## src/rtl/seg7_scan_display_pkg.sv

```systemverilog
// rtl/seg7_scan_display_pkg.sv - shared widths and segment constants for seg7_scan_display
package seg7_scan_display_pkg;

    // Width of the value written out by the core (RegBus).
    localparam int REG_BUS = 32;

    // Active-high gfedcba pattern for hex digits 0..F.
    localparam logic [6:0] HEX_SEG [16] = '{
        7'h3F, 7'h06, 7'h5B, 7'h4F, 7'h66, 7'h6D, 7'h7D, 7'h07,
        7'h7F, 7'h6F, 7'h77, 7'h7C, 7'h39, 7'h5E, 7'h79, 7'h71
    };

    // Inactive levels before polarity inversion (active-high view).
    localparam logic [6:0] SEG_OFF_HI = 7'h00;
    localparam logic       DP_OFF_HI  = 1'b0;

endpackage

```

## src/rtl/seg7_hex_decode.sv

```systemverilog
// rtl/seg7_hex_decode.sv - combinational hex nibble to active-high gfedcba decoder
module seg7_hex_decode
    import seg7_scan_display_pkg::*;
(
    input  logic [3:0] nibble,
    output logic [6:0] seg
);

    // Table lookup; polarity is applied by the caller.
    always_comb begin
        seg = HEX_SEG[nibble];
    end

endmodule

```

## src/rtl/seg7_scan_display.sv

```systemverilog
// rtl/seg7_scan_display.sv - 8-digit multiplexed seven-segment driver; SEG7_LZ_BLANK_EN enables leading-zero blanking
module seg7_scan_display
    import seg7_scan_display_pkg::*;
#(
    parameter int CLK_DIV        = 50000,
    parameter int DIGITS         = 8,
    parameter int SEG_ACTIVE_LOW = 1,
    parameter int AN_ACTIVE_LOW  = 1
) (
    input  logic               clk,
    input  logic               rst,
    input  logic [REG_BUS-1:0] data_i,
    input  logic               load_i,
    output logic [DIGITS-1:0]  an_o,
    output logic [6:0]         seg_o,
    output logic               dp_o,
    output logic               frame_o,
    output logic               valid_o
);

    localparam int              PW        = $clog2(CLK_DIV);
    localparam int              IW        = $clog2(DIGITS);
    localparam logic [PW-1:0]   PRESC_MAX = PW'(CLK_DIV - 1);
    localparam logic [IW-1:0]   IDX_MAX   = IW'(DIGITS - 1);
    localparam logic [IW-1:0]   DP_IDX    = IW'(DIGITS / 2);

    // Polarity masks: XOR an active-high value with these to get the pin level.
    localparam logic [DIGITS-1:0] AN_POL  = (AN_ACTIVE_LOW != 0) ? '1 : '0;
    localparam logic [6:0]        SEG_POL = (SEG_ACTIVE_LOW != 0) ? 7'h7F : 7'h00;
    localparam logic              DP_POL  = (SEG_ACTIVE_LOW != 0);

    localparam logic [DIGITS-1:0] AN_OFF  = AN_POL;
    localparam logic [6:0]        SEG_OFF = SEG_OFF_HI ^ SEG_POL;
    localparam logic              DP_OFF  = DP_OFF_HI ^ DP_POL;

    logic [PW-1:0]      presc;
    logic [IW-1:0]      idx;
    logic [REG_BUS-1:0] shadow;
    logic [REG_BUS-1:0] disp;
    logic               pending;

    logic               tick;
    logic               wrap;
    logic [3:0]         nibble;
    logic [6:0]         seg_hi;
    logic [DIGITS-1:0]  an_hot;
    logic               blank;
    logic               lit;

    assign tick   = (presc == PRESC_MAX);
    assign wrap   = tick && (idx == IDX_MAX);
    assign nibble = disp[{idx, 2'b00} +: 4];
    assign an_hot = {{(DIGITS-1){1'b0}}, 1'b1} << idx;

`ifdef SEG7_LZ_BLANK_EN
    logic [REG_BUS-1:0] upper;

    // Digit is a leading zero when it and every higher nibble are zero; digit 0 never blanks.
    always_comb begin
        upper = disp >> {idx, 2'b00};
        blank = (idx != '0) && (upper == '0);
    end
`else
    assign blank = 1'b0;
`endif

    assign lit = valid_o && !blank;

    seg7_hex_decode u_hex_decode (
        .nibble (nibble),
        .seg    (seg_hi)
    );

    // Prescaler and digit index; frame_o marks the cycle after the last digit window ends.
    always_ff @(posedge clk) begin
        if (rst) begin
            presc   <= '0;
            idx     <= '0;
            frame_o <= 1'b0;
        end else begin
            presc   <= tick ? '0 : presc + 1'b1;
            frame_o <= wrap;
            if (tick) begin
                idx <= (idx == IDX_MAX) ? '0 : idx + 1'b1;
            end
        end
    end

    // Capture into shadow at any time, promote to disp only at a frame wrap so a scan never tears.
    always_ff @(posedge clk) begin
        if (rst) begin
            shadow  <= '0;
            disp    <= '0;
            pending <= 1'b0;
            valid_o <= 1'b0;
        end else begin
            if (wrap && pending) begin
                disp    <= shadow;
                valid_o <= 1'b1;
            end
            if (load_i) begin
                shadow  <= data_i;
                pending <= 1'b1;
            end else if (wrap) begin
                pending <= 1'b0;
            end
        end
    end

    // Registered pin drive from the current index and disp, blanked until the first value lands.
    always_ff @(posedge clk) begin
        if (rst) begin
            an_o  <= AN_OFF;
            seg_o <= SEG_OFF;
            dp_o  <= DP_OFF;
        end else begin
            an_o  <= lit ? (an_hot ^ AN_POL) : AN_OFF;
            seg_o <= valid_o ? (seg_hi ^ SEG_POL) : SEG_OFF;
            dp_o  <= (lit && (idx == DP_IDX)) ? ~DP_OFF : DP_OFF;
        end
    end

endmodule

```

## config.mk

```make
export PLATFORM = sky130hd
export DESIGN_NAME = seg7_scan_display
export DESIGN_NICKNAME = d
export VERILOG_FILES = /design/src/rtl/seg7_scan_display_pkg.sv /design/src/rtl/seg7_hex_decode.sv /design/src/rtl/seg7_scan_display.sv
export SDC_FILE = /design/constraint.sdc
export NUM_CORES = 1
export LEC_CHECK = 0
export CAP_MARGIN = 15
export CORE_MARGIN = 3
export CORE_UTILIZATION = 36
export CTS_CLUSTER_SIZE = 10
export DETAILED_ROUTE_END_ITERATION = 10
export DONT_BUFFER_PORTS = 1
export GPL_TIMING_DRIVEN = 1
export PLACE_DENSITY_LB_ADDON = 0.2
export SYNTH_ARGS = -nofsm -noshare
export SYNTH_HDL_FRONTEND = slang
export SYNTH_SLANG_ARGS = --single-unit
```

## constraint.sdc

```tcl
create_clock -name clk -period 3.8 [get_ports clk]
set_clock_uncertainty 0.05 [all_clocks]
set_input_delay 1.14 -clock clk [delete_from_list [all_inputs] [get_ports clk]]
set_output_delay 1.14 -clock clk [all_outputs]
set_load 0.005 [all_outputs]
```

==> summary by stage <==
Outcome
The flow ran to the end, and the final reports show no timing, DRC or antenna violations.

GRT
The number of antenna violations at the first check in global routing is 0. The first global-routing pass estimated about 14 mm of wire. The maximum number of pins on one net before global-route repair is 74. The overflow left after global routing is 0. The total routing resource utilization after global routing is 13.5%. The number of global-route vias before repair is 2726.

Setup path
The largest fanout on the critical path is 15. Grouping stages by cell kind, the critical path spends the most delay in multiplexers. Walking the worst path, the cells encountered are mux4_2 > mux2i_1 > inv_1 > ha_1 > a21boi_0 > a211o_1 > a21o_1. The class of the most critical setup path is reg -> reg. The startpoint of the worst register-to-register path is idx[0].

The critical path buffer and inverter count is 1. STA puts the critical path data arrival time at 3.09 ns. The biggest cell delay along the critical path is roughly 0.79 ns. At the worst endpoint, the required time is 3.99 ns. STA classifies the critical path startpoint as a register. For this design, the slowest cell found on the critical path is sky130_fd_sc_hd__dfxtp_1. The worst setup path startpoint is idx[0]. The worst setup path is captured at a register.

Synthesis
The flop and latch count out of synthesis is 102. The number of synthesis warnings is 0. In the synthesized netlist the async set-or-reset flop fraction comes to 0%. The synthesized area per cell is 9.41 sq um. The post-synthesis cell count is 444. The synthesized netlist occupies a cell area of 4180 sq um. After synthesis, flip-flops and latches occupy between 40% and 50% of the total area. The most instantiated flip-flop cell in the synthesis netlist is sky130_fd_sc_hd__dfxtp_1. The distinct cell type count after synthesis is 46. The number of nets handed over by synthesis was 492. Yosys mapped a number of flops with a built-in enable equal to 0.

CTS
Buffers inserted to repair hold after CTS numbered 0. TritonCTS built the clock tree. The clock tree root buffer cell is sky130_fd_sc_hd__clkbuf_16. No sink is reached through more buffers than the 2 on the longest clock path.

Clock tree synthesis found a total of 102 sinks. The post-CTS setup buffer count is 0. The clock input transition at the sequential cells of the worst setup and hold paths is 0.06 ns. The number of buffers added by the clock tree synthesis step is 9. Gates resized during post-CTS repair numbered 0. The source-to-sink clock delay at the later pin of the worst-skew pair is 0.34 ns. The H-tree was split into 3 levels.

Hold path
In this run the most critical hold path is launched from disp[15]. The min-delay analysis places its worst path in the category reg -> reg.

STA
The number of hold-slack violations in the final timing report is 0. For the final routed database, the setup TNS stands at 0 ns. The headroom to the max-slew limit is 29.0%. The shortest clock period the worst path allows after layout is 2.90 ns. Hold timing on the final database bottoms out at a slack of between 0.3 and 0.4 ns. The total count of max-transition violations in the final report is 0. Setup violations remaining at the end of the flow were counted as 0. For this run, the top clock speed supported by timing is approximately 340 MHz. The worst path uses 76.4% of the clock period. Setup repair after global routing left no endpoint under its margin. For the pin with the worst max-slew slack, the measured transition is 1.07 ns.

Final layout
The repair_antennas step left the layout with diodes totalling 0. Relative to the synthesized area, the layout overhead comes to 8.72%. The net total in the final layout is 478. Counting the fill cells in the layout gives around 1100. Of the cells placed in the final design, the portion with a size suffix greater than 1 is 7.14%.

Pwr
The power density of the placed cells is 458 nW/um^2. Of the total power, registers draw 53.2%. The internal power component is ~1.7 mW. The share of total power dissipated in combinational logic is 1.8%. The reported net switching power is 0.406 mW. The maximum vdd drop is 0.384 mV. The share of total power consumed by net switching is ~20%. The analysis attributes to cell leakage a power of 1.73 nW. The share of total power in the clock network is 45.0%.

Drt
The count of nets left with antenna violations once routing finished came out at 0. For this block, the initial DRC count from the detailed router was about 140. The via count is 2855. The first detailed-routing pass took 4 iterations. The detail-routed via count per cell is 4.97. The residual DRC count is 0. In the final routed layout, each cell accounts on average for around 14 microns.

The wire length after detailed routing is 8.21 mm.

Job
The number of maximum-capacitance violations is 0.

Floorplanning
Pin placement for this block handled 53 I/O pins. The cell row count is 38. The die outline area is 12900 sq um.

The die width is around 110 microns. The die is 114 microns tall. The starting utilization of the core area is 37.7%. The total area inside the core boundary comes to 11100 sq um.

Place
Summed over all nets, the half-perimeter wirelength after detailed placement is approximately 5.7 mm. The port buffer count is 0. The congestion estimate from routability-driven global placement came to 0.810.
-- power by group through the flow --
stage	sequential (mW)	combinational, mW	clock [mW]
2_1_floorplan	1.13	0.0538	0
3_3_place_gp	1.13	0.0379	0
3_5_place_dp	1.13	0.0389	0
4_1_cts	1.11	0.0394	0.970
5_1_grt	1.11	0.0454	1.01
6_report	1.11	0.0385	0.936
-- tightest hold or removal path: stages, from the launching register on --
cell	delay (ns)
sky130_fd_sc_hd__dfxtp_1	0.31
sky130_fd_sc_hd__nand2_1	0.05
sky130_fd_sc_hd__a21oi_1	0.05
-- per-layer routing --
| metal | GRT usage (%) | vias to the layer above | wire length [microns] |
|---|---|---|---|
| met3 | 4.67 | 7 | 550 |
| met5 | 0 | - | 0 |
| met2 | 19.6 | 63 | 3600 |
| met4 | 5.05 | 0 | 87 |
| li1 | - | 1456 | - |
| met1 | 18.5 | 1329 | 3980 |
-- synth_stat cells, types with 4 or more instances --
master	count	area share, %
sky130_fd_sc_hd__a21oi_1	39	4.7
sky130_fd_sc_hd__buf_2	12	1.4
sky130_fd_sc_hd__clkbuf_1	12	1.1
sky130_fd_sc_hd__dfxtp_1	102	49
sky130_fd_sc_hd__ha_1	13	3.9
sky130_fd_sc_hd__inv_1	7	0.63
sky130_fd_sc_hd__mux2i_1	37	8.9
sky130_fd_sc_hd__mux4_2	4	2.2
sky130_fd_sc_hd__nand2_1	78	7.0
sky130_fd_sc_hd__nand3_1	11	1.3
sky130_fd_sc_hd__nor2_1	63	5.7
sky130_fd_sc_hd__xnor2_1	7	1.5
sky130_fd_sc_hd__xor2_1	7	1.5
-- cell type report --
type                       count  area (sq um)  area share [%]
clock inverter                 3          42.5           0.937
tap                          140           175            3.86
inverter                       8          30.0           0.661
sequential                   102          2040            45.0
timing repair buffer           1          7.51           0.165
clock buffer                  12           267            5.87
multi-input combinational    308          1980            43.6
-- layout by cell type, fill, tap and decap left out, drive strengths merged, types with 3 or more instances in the layout --
cell type,n
mux2i,39
mux4,6
o211ai,3
a21oi,39
inv,8
ha,13
clkbuf,12
nor2,64
nand2,78
xor2,7
nand4,3
nand2b,3
and3,3
nand3,11
xnor2,7
o21ai,6
dfxtp,102
-- kinds of logic (layout without fill, tap and decap cells) --
kind of cell    Yosys count  in the layout  synth area share, %
compound gates           59             59                 8.09
xor+xnor                 14             14                 2.94
fa+ha+maj                13             13                 3.89
buf+inv                  34             24                 3.77
flops                   102            102                 48.9
mux                      47             47                 13.9
simple gates            175            175                 18.5
-- worst paths after layout --
kind / slack (ns) / end / depth (start not counted)
setup / recovery: 0.90 / seg_o[3] / 7
hold / removal: 0.40 / disp[15] / 2
setup reg to reg: 0.90 / seg_o[3] / 7
hold reg to reg: 0.40 / disp[15] / 2
-- stage by stage --
stage / setup WS, ns / cell area (sq um) / utilization (%) / instances / total power [mW]
global placement: 1.01 / 4230 / 38.2 / 559 / 1.17
detailed placement: 0.876 / 4230 / 38.2 / 559 / 1.17
finish: 0.896 / 4540 / 41.0 / 574 / 2.08
CTS: 0.857 / 4540 / 41.0 / 574 / 2.12
global route: 0.657 / 4540 / 41.0 / 574 / 2.17
floorplan: 1.36 / 4180 / - / 444 / 1.18
-- state kept, by name, summed over array words and instances, names as in the netlist --
signal	count
disp	32
shadow	32
presc	16
an_o	8
seg_o	7
idx	3
dp_o	1
frame_o	1
pending	1
valid_o	1
No activity file was read; power rests on OpenSTA's default activity.
